## src/rtl/i2s_rx.sv

```systemverilog
// Slave-side I2S receiver: oversamples BCLK/LRCLK/SDATA on clk.
// It deserialises left/right PCM words and flags short slots.
module i2s_rx #(
    parameter int DATA_W = 16,
    parameter int CNT_W  = 6
) (
    input  logic              clk,
    input  logic              rst,
    input  logic              bclk,
    input  logic              lrclk,
    input  logic              sdata,
    input  logic              err_clr,
    output logic [DATA_W-1:0] left_data,
    output logic [DATA_W-1:0] right_data,
    output logic              valid,
    output logic              frame_err
);

    typedef enum logic [1:0] {
        SYNC,
        SHIFT,
        HOLD
    } state_t;

    localparam logic [CNT_W-1:0] DW   = CNT_W'(DATA_W);
    localparam logic [CNT_W-1:0] CMAX = '1;
    localparam logic [CNT_W-1:0] ONE  = CNT_W'(1);

    logic [1:0]        bclk_q;
    logic [1:0]        lr_q;
    logic [1:0]        sd_q;
    logic              bclk_d;
    logic              rise;
    logic              lr_s;
    logic              sd_s;
    logic              change;

    state_t            state;
    logic [CNT_W-1:0]  cnt;
    logic [DATA_W-1:0] sreg;
    logic              lr_prev;
    logic              primed;
    logic              left_ok;

    always_ff @(posedge clk or posedge rst) begin
        if (rst) begin
            bclk_q <= '0;
            lr_q   <= '0;
            sd_q   <= '0;
            bclk_d <= 1'b0;
        end else begin
            bclk_q <= {bclk_q[0], bclk};
            lr_q   <= {lr_q[0], lrclk};
            sd_q   <= {sd_q[0], sdata};
            bclk_d <= bclk_q[1];
        end
    end

    assign lr_s   = lr_q[1];
    assign sd_s   = sd_q[1];
    assign rise   = bclk_q[1] & ~bclk_d;
    assign change = rise & primed & (lr_s != lr_prev);

    always_ff @(posedge clk or posedge rst) begin
        if (rst) begin
            state      <= SYNC;
            cnt        <= '0;
            sreg       <= '0;
            lr_prev    <= 1'b0;
            primed     <= 1'b0;
            left_ok    <= 1'b0;
            left_data  <= '0;
            right_data <= '0;
            valid      <= 1'b0;
            frame_err  <= 1'b0;
        end else begin
            valid <= 1'b0;
            if (err_clr)
                frame_err <= 1'b0;
            if (rise) begin
                // First rise after reset only learns the current LRCLK level,
                // so a slot already in progress never looks like a boundary.
                if (!primed) begin
                    primed  <= 1'b1;
                    lr_prev <= lr_s;
                end else if (change) begin
                    lr_prev <= lr_s;
                    cnt     <= '0;
                    sreg    <= '0;
                    state   <= SHIFT;
                    if (state != SYNC) begin
                        if (cnt >= DW) begin
                            if (lr_s) begin
                                left_data <= sreg;
                                left_ok   <= 1'b1;
                            end else begin
                                right_data <= sreg;
                                valid      <= left_ok;
                                left_ok    <= 1'b0;
                            end
                        end else begin
                            frame_err <= 1'b1;
                            left_ok   <= 1'b0;
                        end
                    end
                end else begin
                    if (cnt != CMAX)
                        cnt <= cnt + ONE;
                    if (state == SHIFT && cnt < DW) begin
                        sreg <= {sreg[DATA_W-2:0], sd_s};
                        if (cnt + ONE == DW)
                            state <= HOLD;
                    end
                end
            end
        end
    end

endmodule

```

## config.mk

```make
export PLATFORM = sky130hd
export DESIGN_NAME = i2s_rx
export DESIGN_NICKNAME = d
export VERILOG_FILES = /design/src/rtl/i2s_rx.sv
export SDC_FILE = /design/constraint.sdc
export NUM_CORES = 1
export LEC_CHECK = 0
export BUFFER_PORTS_ARGS = -buffer_cell sky130_fd_sc_hd__buf_2
export CAP_MARGIN = 25
export CORE_MARGIN = 3
export CORE_UTILIZATION = 35
export DETAILED_ROUTE_END_ITERATION = 8
export GPL_ROUTABILITY_DRIVEN = 0
export PLACE_DENSITY = 0.62
export SETUP_SLACK_MARGIN = 0.4
export SLEW_MARGIN = 25
export SYNTH_ARGS = -nofsm -noshare
export SYNTH_HDL_FRONTEND = slang
export SYNTH_SLANG_ARGS = --single-unit
```

## constraint.sdc

```tcl
create_clock -name clk -period 5 [get_ports clk]
set_input_delay 0.5 -clock clk [delete_from_list [all_inputs] [get_ports clk]]
set_output_delay 0.5 -clock clk [all_outputs]
set_load 0.02 [all_outputs]
```

After elaboration in Yosys (flattened, before gate mapping)
Cells that the tools add are included.
Word-level totals
  register bits: 68
  output and inout port bits: 34
  logic and storage cells: 62
  bits of input ports: 6
Cells by class
  bitwise operators: 5
  muxes and demuxes: 23
  add/sub/neg operators: 1
  equality and inequality tests: 5
  order comparisons: 2
  reductions and logical operators: 12
Operators by type and width (number)
  two-way mux 16 bit: 2
  two-way mux 1 bit: 16
  two-way mux 6 bit: 2
  AND reduction 6 bit: 2
  AND reduction 4 bit: 2
  nonzero test 2 bit: 4
  adder 6 x 1 -> 6 bit (second input constant): 1
  equality test 6 x 5 -> 1 bit (second input constant): 1
  greater-or-equal comparator 6 x 5 -> 1 bit (second input constant): 1
  less-than comparator 6 x 5 -> 1 bit (second input constant): 1
  two-way mux 2 bit: 3
  inequality test 6 bit (second input constant): 1
  AND reduction 3 bit: 2
  AND 1 bit: 3
  equality test 2 x 1 -> 1 bit (second input constant): 1
  inequality test 2 bit (second input constant): 1
  inverter 1 bit: 2
  AND reduction 2 bit: 1
  logical AND 1 bit: 1
  inequality test 1 bit: 1

Depth between registers and ports, before layout
  depth after elaboration: 7
  gate-level depth with buffers: 5
  depth with buffers taken out: 4

Worst setup path after synthesis
No wires, ideal clock.
  path kind: flip-flop to flip-flop
  start: register bclk_d
  end: register left_data[0]
  arrival: 1.777 ns
  data required time: 4.875 ns
  path slack: 3.098 ns
  cell stages (with the launch flop): 5
  library setup time: 0.125 ns
  clock period less this slack: 1.902 ns
  path through: dfrtp_1 nand3b_2 nor4_4 buf_6 mux2_2
Between the ends
  word-level cells in the longest chain between the ends: 5
Ends and longest elaborated chain
  start: declaration: line 32  | logic bclk_d;
  start signal: assignment: line 55  | bclk_d <= bclk_q[1];
  inverter 1 bit (*): line 61  | assign rise = bclk_q[1] & ~bclk_d;
  AND 1 bit (*): line 61
  AND 1 bit (2 in a row): line 62  | assign change = rise & primed & (lr_s != lr_prev);
  AND reduction 6 bit (no line) (*)
  end signal: assignment: line 94  | left_data <= sreg;
  end: declaration: line 13  | output logic [DATA_W-1:0] left_data,
Every way passes the cells marked *; elsewhere a longest branch is shown, timed or not.
A chain may end at the register's enable or synchronous reset.

Final worst setup path
  start: register bclk_d
  end: register left_data[7]
The elaborated chain is that of the path after synthesis.

==> impl_metrics.yaml <==
route:
  vias: 1573
  drtIter0Drc: 37
  drc: 0
  wl_mm: 4.818
  via_per_inst: 4.855
  drt_first_pass_iters: 4
  post_drt_wl_per_cell_um: 14.87
  antenna_left: 0
floorplan:
  ios: 40
  dieArea_mm2: 0.008629
  start_util: 0.3624
  core_mm2: 0.007292
  num_rows: 31
  die_y_um: 92.89
  die_w_um: 92.89
sta:
  final_critical_path_setup_slack_ns: 2.815
  period_needed_ns: 2.185
  clock_skew_ns: 0.005724
  finalHoldViolCount: 0
  drv_slew: 0
  holdWs_ns: 0.2691
  fin_crit_sh: 0.4371
  worst_pin_slew_ns: 0.8330
  setup_viol: 0
  rsz0062_at_grt: "false"
  fin_setup_tns_ns: 0
  max_freq_mhz: 457.6
  slew_headroom: 0.4446
logic_synthesis:
  syn_nets: 181
  yosys_most_used_dff: "dfrtp_1"
  yosys.cell_types.count: 37
  synth_area_per_cell_um2: 15.19
  synth.cell_area_mm2: 0.002643
  async_flop_share: 1.000
  synth_top_area_share: 0.6439
  yosys_warnings: 0
  yosysSeqAreaShare: 0.6439
  synthTopCellsByArea: "dfrtp_1, mux2_2, a22o_1, nor4_4, a21oi_1"
  synth_common_cells: "dfrtp_1, mux2_2, a22o_1"
  netlist_instances: 174
  synth_edf_count: 0
  synth-seq-cells: 68
  synth_most_common_cell: "dfrtp_1"
  yosysTopAreaCell: "dfrtp_1"
min_path:
  hold_path_depth: 1
  hold_path.class: "input port to flip-flop"
setup_path:
  critPathKind: "flip-flop to flip-flop"
  max_stage_delay_ns: 0.73
  rr_worst_depth: 4
  crit_required_ns: 5.22
  worstPathCellList: "nand3b_2, nor4_4, buf_8, mux2_2"
  worst_setup_path_end_kind: "flip-flop"
  worstPathArrival_ns: 2.41
  cp.depth: 4
  critPathTopFamily: "simple AND/OR/NAND/NOR gates"
  r2r_slack_ns: 2.81
  cp_slowest_cell: "nor4_4"
  worst-path-max-fanout: 10
  startpoint_type: "flip-flop"
  critPathBufInv: 1
cts:
  numCtsBuffers: 9
  cts_tree: "built"
  cts_resized: 0
  htreeDepth: 3
  clock_tree.buffer_depth: 2
  post_cts_buffers: 0
  path_clk_slew_ns: 0.07
  clk_latency_ns: 0.33
  clock_sinks: 68
  ctsHoldBuffers: 0
  clockRootBuffer: "clkbuf_8"
cells_and_area:
  area_growth_pct: 19.08
  final-seq-area_mm2: 0.001702
  final_design_area_no_fill_mm2: 0.003147
  drive_gt1_frac: 0.4267
  layoutNonFillerInstCount: 324
  final_util: 0.4315
  multi_input_area_um2: 880.8
  num_antenna_cells: 0
  fillCellCount: 705
  nNetsFinal: 227
pwr:
  peakVddDrop_uv: 184.0
  static-leakage-power_nw: 1.608
  powerDensity_mw_per_mm2: 348.5
  p_total_mw: 1.097
grt:
  gr-usage-met2: 0.1590
  track_usage: 0.1231
  grt_pass1_wl_mm: 7.997
  top_usage_layer: "met1"
  use_met1: 0.1767
  grt_pass1_vias: 1581
  grtUsageMet3: 0.04224
  grt-ovfl-total: 0
  grt_max_degree: 69
  antenna_found_initial: 0
outcome:
  outcome: "completed"
placed_design:
  io_buffer_count: 39
  place_ws_ns: 2.788
  placed_cell_area_mm2: 0.002950
  dp_hpwl_mm: 3.154
  dp.cells: 308
job:
  drv_cap: 0
cell usage in the layout (no fill, tap or decap), types with 2 or more instances in the layout:
| cell type | instances |
|---|---|
| a2bb2oi_1 | 2 |
| mux2_2 | 33 |
| nand3_1 | 2 |
| a21o_1 | 2 |
| clkbuf_8 | 11 |
| o31ai_1 | 3 |
| nand2_1 | 3 |
| o21ai_0 | 2 |
| dfrtp_1 | 68 |
| nor4_1 | 2 |
| nor4_4 | 2 |
| a21oi_1 | 5 |
| buf_2 | 39 |
| and3_1 | 2 |
| clkbuf_1 | 4 |
| inv_1 | 3 |
| a22o_1 | 17 |
kinds of logic after synthesis:
group           count (synthesis)  share of synthesized area
fa+ha+maj                       1                   0.004734
xor+xnor                        2                   0.009472
simple gates                   21                    0.06534
compound gates                 37                     0.1089
buf+inv                        11                    0.02272
mux                            34                     0.1449
flops                          68                     0.6439
registers in the layout, summed over array words and instances (netlist names):
name,count
bclk_d,1
bclk_q,2
cnt,6
frame_err,1
left_data,16
left_ok,1
lr_prev,1
lr_q,2
primed,1
right_data,16
sd_q,2
sreg,16
state,2
valid,1
path summary, 6_finish.rpt:
check,from,end
worst max-delay path,bclk_d,left_data[7]
worst min-delay path,sdata,sd_q[0]
worst max register to register,bclk_d,left_data[7]
worst min register to register,sd_q[0],sd_q[1]
max in group asynchronous,rst,state[1]
min in group asynchronous,rst,left_data[4]
area by class of cell:
class / instances / share of cell area
sequential: 68 / 0.5408
timing repair buffer: 42 / 0.07276
tap: 99 / 0.03936
clock inverter: 1 / 0.009543
multi-input combinational: 95 / 0.2799
clock buffer: 15 / 0.05288
inverter: 4 / 0.004771
worst register-to-register path, delay by kind of cell, from the launching register on:
family | cells | cell delay [ns]
buf+inv | 1 | 0.23
simple gates | 2 | 1.11
mux | 1 | 0.34
flops | 1 | 0.38
power breakdown:
group	switching, mW	internal, mW	total (mW)
logic	0.0400	0.0245	0.0645
clock network	0.188	0.259	0.446
registers	0.0188	0.567	0.586
layer usage:
layer,up-vias,wire (um)
met4,0,106
met5,-,0
li1,740,-
met1,779,2350
met3,9,308
met2,45,2053
No activity file was read; power rests on OpenSTA's default activity.
